$ cat src/rtl/instruction_fetch.sv
// RV32I instruction fetch stage: PC, async-read imem addressing and a
// 2-entry {pc, instr} buffer feeding decode over valid/ready.
module instruction_fetch #(
    parameter logic [31:0] RESET_PC = 32'h0000_0000
) (
    input  logic        clk,
    input  logic        rst,
    output logic [31:0] imem_addr,
    input  logic [31:0] imem_data,
    input  logic        redirect_valid,
    input  logic [31:0] redirect_target,
    input  logic        id_ready,
    output logic        id_valid,
    output logic [31:0] id_instr,
    output logic [31:0] id_pc,
    output logic [31:0] id_pc_plus4,
    output logic        fetch_fault
);

    logic [31:0] r_fetch_pc;
    logic [31:0] r_pc    [2];
    logic [31:0] r_instr [2];
    logic        r_head;
    logic [1:0]  r_count;
    logic        r_fault;

    logic        w_pop;
    logic        w_cap;
    logic        w_redir;
    logic        w_tail;

    // Tail slot is head+count mod 2; with count=2 it aliases the head,
    // which is only written when that head is popped in the same cycle.
    assign w_tail   = r_head ^ r_count[0];
    assign w_redir  = redirect_valid & ~r_fault;
    assign w_pop    = id_valid & id_ready;
    assign w_cap    = ~r_fault & ~redirect_valid & ((r_count != 2'd2) | w_pop);

    assign imem_addr   = r_fetch_pc;
    assign id_valid    = (r_count != 2'd0) & ~r_fault;
    assign id_instr    = r_instr[r_head];
    assign id_pc       = r_pc[r_head];
    assign id_pc_plus4 = r_pc[r_head] + 32'd4;
    assign fetch_fault = r_fault;

    always_ff @(posedge clk or posedge rst) begin
        if (rst) begin
            r_fetch_pc <= RESET_PC;
            r_pc[0]    <= 32'd0;
            r_pc[1]    <= 32'd0;
            r_instr[0] <= 32'd0;
            r_instr[1] <= 32'd0;
            r_head     <= 1'b0;
            r_count    <= 2'd0;
            r_fault    <= 1'b0;
        end else begin
            if (w_redir) begin
                r_count    <= 2'd0;
                r_fetch_pc <= redirect_target;
                if (redirect_target[1:0] != 2'b00) begin
                    r_fault <= 1'b1;
                end
            end else begin
                if (w_cap) begin
                    r_pc[w_tail]    <= r_fetch_pc;
                    r_instr[w_tail] <= imem_data;
                    r_fetch_pc      <= r_fetch_pc + 32'd4;
                end
                if (w_cap && !w_pop) begin
                    r_count <= r_count + 2'd1;
                end else if (!w_cap && w_pop) begin
                    r_count <= r_count - 2'd1;
                end
            end
            // A head popped in a redirect cycle still counts as transferred.
            if (w_pop) begin
                r_head <= ~r_head;
            end
        end
    end

endmodule

$ cat config.mk
export PLATFORM = sky130hd
export DESIGN_NAME = instruction_fetch
export DESIGN_NICKNAME = d
export VERILOG_FILES = /design/src/rtl/instruction_fetch.sv
export SDC_FILE = /design/constraint.sdc
export NUM_CORES = 1
export LEC_CHECK = 0
export BUFFER_PORTS_ARGS = -buffer_cell sky130_fd_sc_hd__buf_2
export CAP_MARGIN = 20
export CORE_MARGIN = 8
export CORE_UTILIZATION = 40
export CTS_CLUSTER_SIZE = 40
export DETAILED_ROUTE_END_ITERATION = 6
export PLACE_DENSITY = 0.69
export RECOVER_POWER = 50
export SYNTH_ARGS = -nofsm -noshare
export SYNTH_HDL_FRONTEND = slang
export SYNTH_SLANG_ARGS = --single-unit
$ cat constraint.sdc
create_clock -name clk -period 4.9 [get_ports clk]
set_input_delay 0 -clock clk [delete_from_list [all_inputs] [get_ports clk]]
set_output_delay 0 -clock clk [all_outputs]
set_load 0.01 [all_outputs]
==> impl_metrics.tcl, run 1 <==
set metrics [dict create \
    synthArstFlopShare_pct 100 \
    crit_fanout 54 \
    cap_violations 2 \
    ctsResizeCount 0 \
    io_pins 198 \
    grt_max_degree 114 \
    grt_pass1_wl_mm 36.1 \
    synth_top_area_share_pct 49.7 \
    gp_congestion 0.815 \
    wl_per_cell_um 17.8 \
    violations "max-capacitance violations, max-slew violations" \
    synth_seq_area_share_pct 49.7 \
    maxSlewViolCount 153 \
    syn_nets 761 \
    fin_nets 1013 \
    place_inst 1126 \
    cts_buffers 17 \
    p_leak_nw 4.93 \
    max_slew_margin_pct -78.1 \
    antenna_found_initial 0 \
    synth_cells 691 \
    power_frac_seq_pct 43.7 \
    ys.flop_type "dfrtp_1" \
    postLayoutCellArea_um2 10600 \
    n_fill_cell 1791 \
    hold_viol 0 \
    p_total_mw 4.05 \
    power_density_nw_per_um2 381 \
    setup_tns_ns 0 \
    die_w_um 160 \
    finalNonFillerCells 1226 \
    status "finished with violations" \
    coreArea_um2 20200 \
    netlist_area_um2 8270 \
    synth_area_per_cell_um2 12.0 \
    globalRouteOverflowTotal 0 \
    internal-power_mw 2.80 \
    fin_crit_ns 3.50 \
    p_sw_share_pct 30.7 \
    clkPwrFrac_pct 33.3 \
    die_y_um 160 \
    hold-worst-slack_ns 0.188 \
    placed_area_um2 9420 \
    cts_tree "yes" \
    cts_num_sinks 164 \
    clock_latency_ns 0.43 \
    rsz0062_at_grt "no" \
    postCtsSetupRepairBufs 0 \
    ys_ff_latch 164 \
    antenna_cells 0 \
    rows 52 \
    grt_pass1_vias 6603 \
    arrival_ns 3.50 \
    synth-edff-count 0 \
    p_comb_share_pct 23.0 \
    die_area_um2 25500 \
    routed_wl_mm 21.8 \
    peakVddDrop_uv 265 \
    vias_per_cell 5.06 \
    max_freq_mhz 285 \
    ys_top_cells_by_area "dfrtp_1 (50%), mux2_2 (25%), xnor2_1 (3.9%)" \
    tightest_slew_ns 2.67 \
    setup.worst_path.end_class "output pin" \
    worst_path_max_delay_cell "dfrtp_4" \
    required_ns 4.90 \
    fin_util_pct 52.5 \
    firstDrtPassIters 4 \
    num_vias 6198 \
    dp_slack_ns 1.81 \
    portBuffers 197 \
    grt_usage_pct 17.4 \
    ys_types 45 \
    ys_warn_count 0 \
    cts_max_path_buffers 2 \
    setup_slack_ns 1.40 \
    clkTransAtPathRegs_ns 0.06 \
    crit_buf_inv 2 \
    drt_iter0_markers 342 \
    synth_area_leader_cell "dfrtp_1" \
    ctsHoldBuffers 67 \
    power_switching_mw 1.24 \
    critical_path_class "reg -> out" \
    worst-r2r-setup-slack_ns 2.24 \
    htreeDepth 4 \
    detail-route-antenna-nets 0 \
    cp-start-kind "flip-flop" \
    hpwl_mm 15.0 \
    finalSetupViolations 0 \
    min_period_over_period_pct 71.5 \
    clockRootBuffer "clkbuf_16" \
    path_delay_family "simple AND/OR/NAND/NOR gates" \
    path_cells "buf_4, nand4_1, a21oi_1, nand3_2, nor3_1, xor2_1, buf_2" \
    cpPeakStageDelay_ns 0.74 \
    area_growth_pct 28.4 \
    start_util_pct 40.8 \
    drt_drc_violations_left 0 \
    fin_skew_ns 0.0128 \
    hold_class "in -> async" \
    drive_gt1_share_pct 38.1 \
]
placed cells by master, fill, tap and decap left out, types with 4 or more instances in the layout:
master / n
a21oi_1: 4
and3_1: 6
and4_1: 7
buf_2: 139
buf_4: 4
clkbuf_1: 59
clkbuf_16: 17
clkinv_4: 4
dfrtp_1: 163
dlygate4sd3_1: 67
inv_1: 13
mux2_1: 5
mux2_2: 180
mux2i_1: 9
nand2_1: 66
nand3_1: 18
nand4_1: 11
nand4b_1: 5
nor2_1: 19
nor2b_1: 4
nor3_1: 15
o21ai_0: 35
xnor2_1: 37
xor2_1: 20
synth_stat cells (4+ instances only):
library cell,count
a21oi_1,4
and3_1,6
and4_1,7
buf_2,12
buf_4,13
clkbuf_1,9
dfrtp_1,164
inv_1,14
mux2_1,5
mux2_2,180
mux2i_1,9
nand2_1,66
nand3_1,18
nand4_1,11
nand4b_1,5
nor2_1,19
nor2b_1,4
nor3_1,15
o21ai_0,35
xnor2_1,37
xor2_1,20
worst paths after layout:
path / endpoint / from / cells past startpoint
min: r_instr[55]$_DFFE_PP0P_ / rst / 3
min reg2reg: r_instr[12]$_DFFE_PP0P_ / r_instr[12]$_DFFE_PP0P_ / 1
max reg2reg: r_instr[39]$_DFFE_PP0P_ / r_head$_DFFE_PP0P_ / 4
min in group clk: imem_addr[12]$_DFFE_PP0P_ / redirect_target[12] / 4
max in group asynchronous: r_instr[63]$_DFFE_PP0P_ / rst / 4
max: id_pc_plus4[28] / r_head$_DFFE_PP0P_ / 7
power by group through the flow:
stage	sequential [mW]	combinational [mW]	clock, mW
floorplan	1.72	0.615	0
global placement	1.78	0.917	0
detailed placement	1.79	0.923	0
CTS	1.77	0.970	1.38
global route	1.81	1.02	1.44
finish	1.77	0.932	1.35
per-layer routing:
layer | part of all wire [%] | vias up | GRT usage (%)
met1 | 45 | 3053 | 22.0
met5 | 0 | - | 0
met2 | 47 | 172 | 28.1
met4 | 2.0 | 0 | 6.39
met3 | 5.6 | 29 | 4.70
li1 | - | 2944 | -
flip-flops by register name, summed over array words and instances (netlist names):
name	cells
r_instr	64
imem_addr	32
r_pc	64
r_head	1
r_count	2
fetch_fault	1
logic make-up (layout without fill, tap and decap cells):
family | after synthesis | count (layout) | share of synthesized area, %
AO/OA/AOI/OAI | 51 | 51 | 3.50
AND/OR/NAND/NOR | 172 | 172 | 10.9
flip-flops | 164 | 164 | 49.7
adder cells (fa/ha/maj) | 2 | 2 | 0.303
multiplexers | 194 | 194 | 26.3
buffers and inverters | 51 | 316 | 3.36
XOR/XNOR | 57 | 57 | 6.04
cell type report:
class / instances / area, um^2 / share of cell area (%)
Inverter: 14 / 53.8 / 0.507
Clock buffer: 19 / 453 / 4.27
Sequential cell: 164 / 4110 / 38.7
Clock inverter: 13 / 149 / 1.40
Tap cell: 270 / 338 / 3.18
Timing Repair Buffer: 270 / 1620 / 15.3
Multi-Input combinational cell: 476 / 3890 / 36.6
worst min-delay path: cells and delay by family:
kind,cells,cell delay (ns)
buffers and inverters,3,1.06
Note: power is estimated with default switching activity, not from simulation.
==> inputs of run 2 (changes only) <==
==> constraint.sdc (replaced) <==
create_clock -name clk -period 3.3 [get_ports clk]
set_input_delay 0 -clock clk [delete_from_list [all_inputs] [get_ports clk]]
set_output_delay 0 -clock clk [all_outputs]
set_load 0.01 [all_outputs]
==> run 2 against run 1 <==
  * The flow still finishes with violations (max-capacitance violations, max-slew violations)
  * Non-clock buffer count up 4
  * Worst hold slack lost 0.16 ns
  * Sequential power increased by 48%
  * Cell area grew 0.53%
  * Flip-flop and latch count unchanged
  * Register-to-register slack got worse by 1.3 ns
  * Die area unchanged
  * Clock skew grew 0.00070 ns
  * Critical endpoint unchanged
  * Largest cell class unchanged
  * Largest power group unchanged
  * Highest routed layer unchanged
==> impl_metrics.tcl, run 2 (same netlist as run 1, synthesis figures left out) <==
set metrics [dict create \
    grt_pass1_wl_mm 36.2 \
    r2r_cells 4 \
    firstDrtPassIters 4 \
    clkTransAtPathRegs_ns 0.07 \
    fin_util_pct 52.7 \
    path_delay_family "simple AND/OR/NAND/NOR gates" \
    die_y_um 160 \
    maxSlewViolCount 107 \
    hpwl_mm 15.7 \
    clockRootBuffer "clkbuf_16" \
    tightest_slew_ns 2.29 \
    io_pins 198 \
    routed_wl_mm 22.4 \
    setup.worst_path.end_class "output pin" \
    multi_input_area_um2 3890 \
    portBuffers 197 \
    drt_iter0_markers 322 \
    clkPwrFrac_pct 32.8 \
    fin_skew_ns 0.0135 \
    antenna_found_initial 0 \
    grt_max_degree 67 \
    finalSetupViolations 0 \
    worst_path_max_delay_cell "dfrtp_4" \
    wl_per_cell_um 18.2 \
    critical_path_class "reg -> out" \
    regArea_um2 4110 \
    area_growth_pct 29.1 \
    power_density_nw_per_um2 563 \
    start_util_pct 40.8 \
    vias_per_cell 5.11 \
    p_sw_share_pct 31.9 \
    coreArea_um2 20200 \
    setup_tns_ns 0 \
    num_vias 6290 \
    required_ns 3.30 \
    htreeDepth 4 \
    detail-route-antenna-nets 0 \
    placed_area_um2 9490 \
    p_total_mw 6.01 \
    die_area_um2 25500 \
    fin_nets 1017 \
    cpPeakStageDelay_ns 0.66 \
    antenna_cells 0 \
    cp-start-kind "flip-flop" \
    power_switching_mw 1.92 \
    p_leak_nw 5.04 \
    rsz0062_at_grt "no" \
    drive_gt1_share_pct 39.1 \
    cts_max_path_buffers 2 \
    hold_viol 0 \
    fin_crit_ns 3.11 \
    drt_drc_violations_left 0 \
    die_w_um 160 \
    max_slew_margin_pct -52.8 \
    reg2reg_from "r_head$_DFFE_PP0P_" \
    internal-power_mw 4.09 \
    cts_num_sinks 164 \
    rows 52 \
    violations "max-capacitance violations, max-slew violations" \
    min_period_over_period_pct 94.2 \
    cp.depth 10 \
    globalRouteOverflowTotal 0 \
    cpMostUsedCell "inv_1" \
    hold_class "in -> async" \
    path_cells "nand2b_1, and2_1, inv_1, ha_1, inv_1, a211oi_2, nand3_2, nor3_1, xor2_1, buf_2" \
    r2r_end "r_instr[45]$_DFFE_PP0P_" \
    crit_buf_inv 3 \
    arrival_ns 3.11 \
    worst-r2r-setup-slack_ns 0.98 \
    crit_fanout 39 \
    cts_buffers 17 \
    grt_pass1_vias 6592 \
    power_frac_seq_pct 43.6 \
    status "finished with violations" \
    peakVddDrop_uv 359 \
    setup_slack_ns 0.192 \
    grt_usage_pct 17.6 \
    cts_tree "yes" \
    cap_violations 2 \
    p_comb_share_pct 23.5 \
    postLayoutCellArea_um2 10700 \
    final_common_cell "mux2_2" \
    max_freq_mhz 322 \
    n_fill_cell 1764 \
    final_cell_mix "mux2_2 (167), dfrtp_1 (163), buf_2 (159)" \
    gp_congestion 0.797 \
    dp_slack_ns 0.645 \
    clock_latency_ns 0.42 \
]
-- run 2: what timing repair did --
| item | in CTS | in global routing |
|---|---|---|
| gates resized for setup | 0 | 0 |
| hold buffers | 67 | 0 |
| buffers inserted | 0 | 0 |
| hold endpoints to repair | 142 | 0 |
-- run 2: through the flow --
| step | cells | hold WS (ns) |
|---|---|---|
| after global routing | 1230 | 0.0233 |
| final | 1230 | 0.0298 |
| after detailed placement | 1130 | 0.207 |
| after floorplan | 691 | 0.0840 |
| after CTS | 1229 | 0.288 |
| after global placement | 1130 | 0.204 |
-- run 2: worst max-delay path by stage --
stage / start / end
finish: r_head$_DFFE_PP0P_ / id_pc_plus4[28]
floorplan: r_head$_DFFE_PP0P_ / id_pc_plus4[28]
CTS: r_head$_DFFE_PP0P_ / id_pc_plus4[28]
global placement: r_head$_DFFE_PP0P_ / id_pc_plus4[28]
global route: r_head$_DFFE_PP0P_ / id_pc_plus4[28]
detailed placement: r_head$_DFFE_PP0P_ / id_pc_plus4[28]
-- run 2: cell type report --
| cell class | instances | share of cell area [%] |
|---|---|---|
| clock inverters | 14 | 1.33 |
| inverters | 14 | 0.504 |
| well taps | 270 | 3.17 |
| clock buffers | 18 | 4.12 |
| multi-input cells | 476 | 36.5 |
| flip-flops and latches | 164 | 38.5 |
| repair buffers | 274 | 15.9 |
-- run 2: worst reg2reg max path: stages (launching register included) --
cell and delay [ns]:
dfrtp_4 0.66, xnor2_1 0.36, nor4b_2 0.42, buf_12 0.34, mux2_2 0.42
-- run 2: power by group through the flow --
stage | logic, mW | registers, mW | clock network, mW
2_1_floorplan | 0.914 | 2.55 | 0
3_3_place_gp | 1.38 | 2.64 | 0
3_5_place_dp | 1.40 | 2.65 | 0
4_1_cts | 1.47 | 2.62 | 2.02
5_1_grt | 1.53 | 2.68 | 2.09
6_report | 1.41 | 2.62 | 1.97
-- run 2: routing by layer --
metal / part of all wire, % / GRT usage [%] / vias to the layer above
li1: - / - / 2964
met1: 44 / 21.6 / 3154
met2: 50 / 30.2 / 149
met3: 4.6 / 4.19 / 23
met4: 1.5 / 4.85 / 0
met5: 0 / 0 / -
